<file path="src/rtl/instr_encoder_loader.sv">
// instr_encoder_loader
//   Takes symbolic MIPS instructions over a valid/ready handshake. Each one is
//   assembled into a 32-bit instruction word and written to consecutive
//   instruction-memory addresses. Programs loaded this way are later run by
//   the decode path.
//
// Parameters
//   ADDR_W     instruction-memory word-address width (DEPTH = 2**ADDR_W)
//   BASE_ADDR  first word address written after start_in
//
// Ports
//   clk_in, rst_n_in        clock (rising edge), async active-low reset
//   start_in                begin/restart a load; clears address and count
//   valid_in / ready_out    instruction handshake
//   mnem_in                 0 NOP, 1 ADD, 2 SUB, 3 AND, 4 OR, 5 SLT,
//                           6 LW, 7 SW, 8 ADDI, 9 BEQ, 10 J, 11-15 illegal
//   rs_in, rt_in, rd_in     register fields
//   imm_in, target_in       I-type immediate, J-type target
//   last_in                 final instruction of the program
//   imem_we_out             one-cycle write strobe
//   imem_addr_out/data_out  write address / encoded word (held between writes)
//   count_out               instructions written since start
//   done_out, err_out       level status flags, cleared by the next start
module instr_encoder_loader #(
  parameter int unsigned ADDR_W    = 8,
  parameter int unsigned BASE_ADDR = 0
) (
  input  logic              clk_in,
  input  logic              rst_n_in,
  input  logic              start_in,
  input  logic              valid_in,
  output logic              ready_out,
  input  logic [3:0]        mnem_in,
  input  logic [4:0]        rs_in,
  input  logic [4:0]        rt_in,
  input  logic [4:0]        rd_in,
  input  logic [15:0]       imm_in,
  input  logic [25:0]       target_in,
  input  logic              last_in,
  output logic              imem_we_out,
  output logic [ADDR_W-1:0] imem_addr_out,
  output logic [31:0]       imem_data_out,
  output logic [ADDR_W:0]   count_out,
  output logic              done_out,
  output logic              err_out
);

  localparam logic [ADDR_W-1:0] BASE      = BASE_ADDR[ADDR_W-1:0];
  localparam logic [ADDR_W-1:0] ADDR_ONE  = ADDR_W'(1);
  localparam logic [ADDR_W:0]   CNT_ONE   = (ADDR_W+1)'(1);
  localparam logic [ADDR_W:0]   DEPTH_CNT = (ADDR_W+1)'(1) << ADDR_W;

  typedef enum logic [2:0] {IDLE, LOAD, WRITE, DONE, ERR} state_t;

  typedef enum logic [3:0] {
    M_NOP  = 4'd0,
    M_ADD  = 4'd1,
    M_SUB  = 4'd2,
    M_AND  = 4'd3,
    M_OR   = 4'd4,
    M_SLT  = 4'd5,
    M_LW   = 4'd6,
    M_SW   = 4'd7,
    M_ADDI = 4'd8,
    M_BEQ  = 4'd9,
    M_J    = 4'd10
  } mnem_t;

  state_t            state, state_next;
  logic [ADDR_W-1:0] addr;
  logic [ADDR_W:0]   count;
  logic [31:0]       data_q;
  logic [ADDR_W-1:0] waddr_q;
  logic              last_q;

  logic [31:0]       enc_word;
  logic              enc_legal;
  logic              clr_cnt;
  logic              adv_cnt;
  logic              capture;

  // Instruction assembler; fields a format does not use are dropped here.
  always_comb begin
    enc_word  = '0;
    enc_legal = 1'b1;
    case (mnem_in)
      M_NOP:   enc_word = '0;
      M_ADD:   enc_word = {6'b000000, rs_in, rt_in, rd_in, 5'b00000, 6'b100000};
      M_SUB:   enc_word = {6'b000000, rs_in, rt_in, rd_in, 5'b00000, 6'b100010};
      M_AND:   enc_word = {6'b000000, rs_in, rt_in, rd_in, 5'b00000, 6'b100100};
      M_OR:    enc_word = {6'b000000, rs_in, rt_in, rd_in, 5'b00000, 6'b100101};
      M_SLT:   enc_word = {6'b000000, rs_in, rt_in, rd_in, 5'b00000, 6'b101010};
      M_LW:    enc_word = {6'b100011, rs_in, rt_in, imm_in};
      M_SW:    enc_word = {6'b101011, rs_in, rt_in, imm_in};
      M_ADDI:  enc_word = {6'b001000, rs_in, rt_in, imm_in};
      M_BEQ:   enc_word = {6'b000100, rs_in, rt_in, imm_in};
      M_J:     enc_word = {6'b000010, target_in};
      default: enc_legal = 1'b0;
    endcase
  end

  always_ff @(posedge clk_in or negedge rst_n_in) begin
    if (!rst_n_in) state <= IDLE;
    else           state <= state_next;
  end

  always_comb begin
    state_next = state;
    clr_cnt    = 1'b0;
    adv_cnt    = 1'b0;
    capture    = 1'b0;
    case (state)
      IDLE, DONE, ERR: begin
        if (start_in) begin
          state_next = LOAD;
          clr_cnt    = 1'b1;
        end
      end
      LOAD: begin
        // start_in aborts any handshake offered in the same cycle.
        if (start_in) begin
          clr_cnt = 1'b1;
        end else if (valid_in) begin
          if (!enc_legal || count == DEPTH_CNT) begin
            state_next = ERR;
          end else begin
            capture    = 1'b1;
            state_next = WRITE;
          end
        end
      end
      WRITE: begin
        // The strobe is already out; a restart only redirects the next state.
        if (start_in) begin
          clr_cnt    = 1'b1;
          state_next = LOAD;
        end else begin
          adv_cnt    = 1'b1;
          state_next = last_q ? DONE : LOAD;
        end
      end
      default: state_next = IDLE;
    endcase
  end

  always_ff @(posedge clk_in or negedge rst_n_in) begin
    if (!rst_n_in) begin
      addr    <= BASE;
      count   <= '0;
      data_q  <= '0;
      waddr_q <= '0;
      last_q  <= 1'b0;
    end else begin
      if (clr_cnt) begin
        addr  <= BASE;
        count <= '0;
      end else if (adv_cnt) begin
        addr  <= addr + ADDR_ONE;
        count <= count + CNT_ONE;
      end
      if (capture) begin
        data_q  <= enc_word;
        waddr_q <= addr;
        last_q  <= last_in;
      end
    end
  end

  // Status outputs decode straight from the state so an async reset clears them at once.
  assign ready_out     = (state == LOAD);
  assign imem_we_out   = (state == WRITE);
  assign done_out      = (state == DONE);
  assign err_out       = (state == ERR);
  assign imem_addr_out = waddr_q;
  assign imem_data_out = data_q;
  assign count_out     = count;

endmodule

</file>
<file path="config.mk">
export PLATFORM = sky130hd
export DESIGN_NAME = instr_encoder_loader
export DESIGN_NICKNAME = d
export VERILOG_FILES = /design/src/rtl/instr_encoder_loader.sv
export SDC_FILE = /design/constraint.sdc
export NUM_CORES = 1
export LEC_CHECK = 0
export BUFFER_PORTS_ARGS = -buffer_cell sky130_fd_sc_hd__buf_2
export CAP_MARGIN = 10
export CORE_MARGIN = 4
export CORE_UTILIZATION = 25
export DETAILED_ROUTE_END_ITERATION = 8
export PLACE_DENSITY = 0.56
export RECOVER_POWER = 25
export SYNTH_ARGS = -nofsm -noshare
export SYNTH_HDL_FRONTEND = slang
export SYNTH_SLANG_ARGS = --single-unit
export TNS_END_PERCENT = 10
</file>
<file path="constraint.sdc">
create_clock -name clk_in -period 3.2 [get_ports clk_in]
set_input_delay 0.32 -clock clk_in [delete_from_list [all_inputs] [get_ports clk_in]]
set_output_delay 0.32 -clock clk_in [all_outputs]
set_load 0.01 [all_outputs]
</file>
* Yosys cells after proc, flatten, opt, wreduce, memory -nomap -nowiden
Cells that the tools add are included.
** Operators by class
- $add $sub $neg :: 2
- Multiply operators :: 0
- Div/mod/pow operators :: 0
- Order comparisons :: 0
- Equality and inequality tests :: 18
- Shifts and indexed selects :: 0
- Multiplexer cells :: 21
- Bitwise gates (word level) :: 0
- Reduce and logical (&&, ||, !) cells :: 9
** Operators with widths (number)
- $pmux 32 s10 :: 1
- $mux 9 :: 2
- $eq 4x3->1 const B :: 4
- $mux 8 :: 2
- $eq 4x4->1 const B :: 3
- $mux 3 :: 4
- $reduce_or 11->1 :: 1
- $add 9x1->9 const B :: 1
- $eq 9x9->1 const B :: 1
- $mux 1 :: 9
- $pmux 3 s3 :: 1
- $add 8x1->8 const B :: 1
- $eq 4x2->1 const B :: 2
- $eq 3x2->1 const B :: 2
- $ne 2x2->1 const B :: 3
- $reduce_or 5->1 :: 1
- $eq 4x1->1 const B :: 1
- $logic_not 4->1 :: 1
- $mux 2 :: 2
- $eq 3x1->1 const B :: 1
- $eq 3x3->1 const B :: 1
- $logic_not 3->1 :: 1
- $reduce_and 3->1 :: 1
- $reduce_or 3->1 :: 1
- 3 further kinds :: 3
** Word-level totals
- Flip-flop bits (word level) :: 61
- Latch bits :: 0
- RAM bits :: 0
- ROM bits :: 0
- Input port bits :: 66
- Output and inout bits :: 53
- Word-level logic and storage cells :: 56
- Memories :: 0

* Logic depth before layout (Yosys ltp)
Gate-level depths: netlist of the first run.
- Depth after elaboration :: 9
- Mapped depth :: 8
- Mapped depth without buffers :: 6

* Worst setup path after synthesis of the first run
Ideal clock, no wire load.
- Kind :: register -> register
- Start point :: reg count[0] (netlist: count_out[0])
- End point :: reg waddr_q[2] (netlist: imem_addr_out[2])
- Setup time :: 0.128 ns
- Arrival :: 1.690 ns
- Required time :: 3.072 ns
- Path slack :: 1.382 ns
- Cell stages (with the launch flop) :: 8
- Clock period less this slack :: 1.818 ns
- Cells stage by stage :: dfrtp_1 > inv_1 > ha_1 > nor4bb_1 > a22oi_1 > nand3_1 > buf_2 > mux2_1
** On the way
- Word-level cells in the longest chain between the ends :: 6
** Ends and longest elaborated chain
- start, declared :: line 71 : logic [ADDR_W:0] count;
- start signal, assigned :: line 159 : count <= count + CNT_ONE;
- $eq 9x9->1 :: line 124 : if (!enc_legal || count == DEPTH_CNT) begin
- $logic_or 1x1->1 :: line 124
- $mux 1 :: line 124
- $mux 1 :: line 123 : end else if (valid_in) begin
- $mux 1 :: line 121 : if (start_in) begin
- $mux 1 :: line 112 : case (state)
- end signal, assigned :: line 163 : waddr_q <= addr;
- end, declared :: line 73 : logic [ADDR_W-1:0] waddr_q;
Every way passes these cells.
A chain may end at the register's enable or synchronous reset.

* Worst setup path in the final report of the first run
- Start point :: reg count[0] (netlist: count_out[0])
- End point :: reg data_q[19] (netlist: imem_data_out[19])
** On the way
- Word-level cells in the longest chain between the ends :: 6
** Ends and longest elaborated chain
- $eq 9x9->1 :: line 124
- $logic_or 1x1->1 :: line 124
- $mux 1 :: line 124
- $mux 1 :: line 123
- $mux 1 :: line 121
- $mux 1 :: line 112
- end signal, assigned :: line 162 : data_q <= enc_word;
- end, declared :: line 72 : logic [31:0] data_q;
Every way passes these cells.

==> impl_metrics.toml, run 1 <==
[grt]
gr-total-overflow = 0
grt_pass1_vias = 2710
antenna_found_initial = 0
grt_first_pass_wirelength_um = 14500
grt_max_degree = 33
track_usage = 0.127

[routing]
ant_nets = 0
drt_wl_total_um = 8880
drc_errors = 0
dr.pass1.iters = 4
drt_iter0_markers = 128
viasPerCell = 4.96
num_vias = 2654
post_drt_wl_per_cell_um = 16.6

[yosys]
synth_nets = 346
syn-mean-instance-area_um2 = 11.0
synthMuxAreaShare = 0.0470
async_flop_share = 1.00
ys_warn_count = 0
synth_compound_area_frac = 0.219
synth_top_family_by_area = "compound AO/OA/AOI/OAI gates"
netlist.area_leader.share = 0.486
synth_top_area_cell = "dfrtp_1"
synthCells = 277
synth.area.top_cells = "dfrtp_1 (49%), o2bb2ai_1 (7.5%), a22oi_1 (4.2%)"
syn_area_um2 = 3040
yosysSeqAreaShare = 0.486
synth-main-ff-cell = "dfrtp_1"
synthAdderAreaFrac = 0.0124
yosys.area_share.simple = 0.148
synth_xor_area_frac = 0.0317
synth_edf_count = 0
yosysUniqueCellTypes = 54
synth-seq-cells = 59

[cells_and_area]
fin_area_um2 = 4000
antenna_cells = 0
final_core_util = 0.343
fillCellCount = 1212
final_cell_mix = "buf_2 (116), dfrtp_1 (59), o2bb2ai_1 (26)"
final_common_cell = "buf_2"
area_growth_pct = 31.8
layout-drive-gt1-share = 0.388
nNetsFinal = 456

[floorplanning]
core-area_um2 = 11700
die_w_um = 118
io_pins = 119
rows = 39
dieArea_um2 = 14000
die_h_um = 118
initial_core_util = 0.260

[clocking]
clock_latency_ns = 0.32
path_clk_slew_ns = 0.05
cts_buffers = 9
root_buffer = "clkbuf_16"
cts.path.max_buffers = 2
h-tree-depth = 3
hold_buffers = 0
cts-resized-gates = 0
cts_sinks = 59
cts_tree = "built"
post_cts_buffers = 0

[worst_setup_path]
crit_arrival_ns = 2.58
r2r-start = "count_out[0]"
setup.worst_path.start_class = "flop"
worst_setup_path_end_kind = "flop"
cp_data_required_time_ns = 3.39
timing.reg2reg.setup_slack_ns = 0.81
reg2reg_to = "imem_data_out[19]"
slowest_stage = "nand3_2"
crit_type = "reg -> reg"
slowest_delay_ns = 0.57
r2r.worst_path.cells = 7
critPathTopFamily = "simple AND/OR/NAND/NOR gates"
worstPathCellList = "inv_1, ha_1, nor4bb_1, a22oi_1, nand3_2, buf_4, o2bb2ai_1"
path_max_fanout = 24
path_buf_inv = 2

[timing]
fin_crit_ns = 2.39
clock.fmax_mhz = 418
worst_slew_pin_slew_ns = 1.55
finalCritPeriodShare = 0.747
setup_viol = 0
slew_viol_final = 29
finalHoldViolCount = 0
setup-tns-final_ns = 0
rsz0062_at_grt = "no"
hold_slack_ns = 0.252
timing.slew.headroom = -0.0316
fin_skew_ns = 0.00609

[placement]
post-dp-hpwl_um = 6500
io_buffers = 117
gp_congestion = 0.763
place_area_um2 = 3710

[flow_run]
maxCapViolations = 1

[pwr]
intPower_mw = 1.66
leakage_nw = 1.98
swShare = 0.272
seqPwrFrac = 0.398
total_power_mw = 2.28
vdd_drop_max_v = 0.000267
switchingPower_mw = 0.621
cellPowerDensity_nw_per_um2 = 571
combPwrFrac = 0.184
clkPwrFrac = 0.418

[worst_hold_path]
min_to = "last_q"
hp-start = "last_in"
worstHoldPathCells = 2
holdCritPathClass = "in -> reg"

[outcome]
violations = "max-capacitance violations, max-slew violations"
status = "finished with violations"
## layer usage
| layer | wire length [um] | share of wire | track usage |
|---|---|---|---|
| met4 | 99 | 0.011 | 0.0381 |
| met3 | 659 | 0.074 | 0.0401 |
| met1 | 3970 | 0.45 | 0.163 |
| met2 | 4150 | 0.47 | 0.208 |
| met5 | 0 | 0 | 0 |
## worst register-to-register path: cells and delay by family, from the launching register on
kind | cells | cell delay [ns]
buf+inv | 2 | 0.51
fa+ha+maj | 1 | 0.18
compound gates | 2 | 0.45
flops | 1 | 0.41
simple gates | 2 | 0.70
## power by group through the flow
stage | Combinational, mW | Clock, mW | Sequential, mW
detailed placement | 0.430 | 0 | 0.921
global placement | 0.419 | 0 | 0.922
finish | 0.421 | 0.954 | 0.909
CTS | 0.430 | 0.978 | 0.910
global route | 0.461 | 1.02 | 0.925
floorplan | 0.191 | 0 | 0.953
## state kept, by name, summed over array words and instances, names as in the netlist
signal and cells:
imem_data_out 30, count_out 9, addr 8, imem_addr_out 8, state 3, last_q 1
## cell families after synthesis
family          after synthesis
compound gates               84
buf+inv                      32
mux                          13
other cells                   1
xor+xnor                     11
flops                        59
simple gates                 74
fa+ha+maj                     3
## worst max path at each step
stage                  from           endpoint  slack [ns]  cells after the start
2_1_floorplan  count_out[0]   imem_addr_out[2]        1.38                      7
3_3_place_gp   count_out[0]  imem_data_out[24]        0.87                      7
3_5_place_dp   count_out[0]  imem_data_out[19]        0.79                      7
4_1_cts        count_out[0]  imem_data_out[19]        0.79                      7
5_1_grt        count_out[0]  imem_data_out[19]        0.61                      7
6_report       count_out[0]  imem_data_out[19]        0.81                      7
## final cells by class
type                    count  area (um2)  area share
clock buffers              11         243      0.0607
well taps                 143         179      0.0447
multi-input cells         186        1400       0.350
clock inverters             5        52.6      0.0131
repair buffers            121         612       0.153
inverters                  10        37.5     0.00938
flip-flops and latches     59        1480       0.369
## synthesized netlist by cell type (all sizes together) (2+ instances only)
cell and n:
inv 10, mux2 10, o21ai 8, a22o 7, nand2b 5, nor2b 3
a22oi 17, clkbuf 10, a222oi 5, buf 12, nor3b 5, nor3 7
a21oi 5, a2bb2oi 2, mux2i 3, nand2 13, nand4 5, and2 3
o2bb2ai 26, a32oi 3, or3 2, nor4 3, nand3 7, ha 3
nor2 15, a21o 2, xor2 5, dfrtp 59, xnor2 6
## per-stage QoR
stage / std cells / setup slack, ns
2_1_floorplan: 277 / 1.38
3_3_place_gp: 519 / 0.870
3_5_place_dp: 519 / 0.788
4_1_cts: 535 / 0.793
5_1_grt: 535 / 0.612
6_report: 535 / 0.809
Note: power is estimated with default switching activity, not from simulation.
==> run 2: changes to the inputs <==
--- a/config.mk
+++ b/config.mk
@@ -10,7 +10,7 @@
 export CORE_MARGIN = 4
 export CORE_UTILIZATION = 25
 export DETAILED_ROUTE_END_ITERATION = 8
-export PLACE_DENSITY = 0.56
+export PLACE_DENSITY = 0.57
 export RECOVER_POWER = 25
 export SYNTH_ARGS = -nofsm -noshare
 export SYNTH_HDL_FRONTEND = slang
==> constraint.sdc (replaced) <==
create_clock -name clk_in -period 2 [get_ports clk_in]
set_input_delay 0.2 -clock clk_in [delete_from_list [all_inputs] [get_ports clk_in]]
set_output_delay 0.2 -clock clk_in [all_outputs]
set_load 0.01 [all_outputs]
==> impl_metrics.toml, run 2 (synthesis results as in run 1) <==
[placement]
post-dp-hpwl_um = 6790
io_buffers = 117
dp_slack_ns = 0.0499
place_area_um2 = 3880
gp_congestion = 0.767
dp_cells = 539

[clocking]
path_clk_slew_ns = 0.05
cts_tree = "built"
post_cts_buffers = 0
cts_sinks = 59
root_buffer = "clkbuf_16"
h-tree-depth = 3
clock_latency_ns = 0.32
cts_buffers = 9
cts.path.max_buffers = 2

[worst_setup_path]
path_buf_inv = 2
path_max_fanout = 15
crit_type = "reg -> reg"
slowest_delay_ns = 0.34
critPathTopFamily = "compound AO/OA/AOI/OAI gates"
cp_data_required_time_ns = 2.20
crit_arrival_ns = 2.06
setup.worst_path.start_class = "flop"
reg2reg_to = "imem_data_out[20]"
worstPathCellList = "inv_1, ha_1, nor4bb_1, a22oi_1, nand3_4, buf_4, o2bb2ai_1"
r2r-start = "count_out[0]"
slowest_stage = "dfrtp_1"
worst_setup_path_end_kind = "flop"
timing.reg2reg.setup_slack_ns = 0.14
r2r.worst_path.cells = 7
startpoint = "count_out[0]"

[cells_and_area]
area_growth_pct = 38.5
fillCellCount = 1187
final_common_cell = "buf_2"
largest_reg_flops = 30
instances_no_fill = 556
antenna_cells = 0
fin_area_um2 = 4200
final_cell_mix = "buf_2 (95), dfrtp_1 (59), o2bb2ai_1 (26)"
layout-drive-gt1-share = 0.368
final_core_util = 0.360
nNetsFinal = 477

[floorplanning]
io_pins = 119
rows = 39
die_w_um = 118
core-area_um2 = 11700
dieArea_um2 = 14000
die_h_um = 118
initial_core_util = 0.260

[routing]
viasPerCell = 4.93
drt_iter0_markers = 187
post_drt_wl_per_cell_um = 16.5
dr.pass1.iters = 4
drc_errors = 0
drt_wl_total_um = 9170
ant_nets = 0
num_vias = 2743

[pwr]
cellPowerDensity_nw_per_um2 = 912
vdd_drop_max_v = 0.000311
total_power_mw = 3.83
leakage_nw = 2.03

[timing]
fin_crit_ns = 1.86
clock.fmax_mhz = 537
slew_viol_final = 0
finalCritPeriodShare = 0.931
fin_skew_ns = 0.00490
hold_slack_ns = 0.130
timing.slew.headroom = 0.145
setup_viol = 0
rsz0062_at_grt = "no"
finalHoldViolCount = 0
timing.final.ws_setup_ns = 0.139
setup-tns-final_ns = 0
worst_slew_pin_slew_ns = 1.28

[grt]
grt_first_pass_wirelength_um = 14900
track_usage = 0.131
grt_pass1_vias = 2860
gr-total-overflow = 0
antenna_found_initial = 0
grt_max_degree = 39

[outcome]
status = "complete, no violations"

[worst_hold_path]
holdCritPathClass = "in -> reg"
worstHoldPathCells = 2
min_to = "state[2]"
hp-start = "start_in"

[flow_run]
maxCapViolations = 0
[run 2: changes by cell type in the layout (fill, tap and decap cells not counted), sizes merged]
cell         previous run  this run
clkbuf                 13        33
bufinv                  1         2
clkinvlp                1         0
dlygate4sd3             0         1
[run 2: cell type report]
| type | count | area (um2) | area share |
|---|---|---|---|
| inverter | 10 | 37.5 | 0.00893 |
| timing repair buffer | 142 | 773 | 0.184 |
| tap | 143 | 179 | 0.0426 |
| clock inverter | 5 | 75.1 | 0.0179 |
| sequential | 59 | 1480 | 0.351 |
| multi-input combinational | 186 | 1410 | 0.335 |
| clock buffer | 11 | 253 | 0.0601 |
[run 2: power breakdown]
| group | total (mW) | leakage (nW) | switching, mW | internal, mW |
|---|---|---|---|---|
| clock | 1.67 | 0.165 | 0.523 | 1.15 |
| combinational | 0.703 | 1.07 | 0.374 | 0.329 |
| sequential | 1.46 | 0.794 | 0.102 | 1.35 |
[run 2: layer usage]
layer / global-route usage / part of all wire / up-vias
li1: - / - / 1304
met3: 0.0430 / 0.066 / 7
met4: 0.0330 / 0.0061 / 0
met1: 0.164 / 0.45 / 1336
met5: 0 / 0 / -
met2: 0.220 / 0.48 / 96
[run 2: timing repair]
item	CTS	global route
endpoints found under the hold margin	21	0
resized for setup	0	1
setup endpoints to repair	0	18
hold buffers	1	0
[run 2: worst max-delay path by stage]
stage,to,slack (ns),depth (start not counted)
6_report,imem_data_out[20],0.14,7
5_1_grt,imem_data_out[23],0.05,7
4_1_cts,imem_data_out[20],0.04,7
3_5_place_dp,imem_data_out[23],0.05,7
3_3_place_gp,imem_data_out[20],0.12,7
2_1_floorplan,imem_addr_out[2],0.18,7
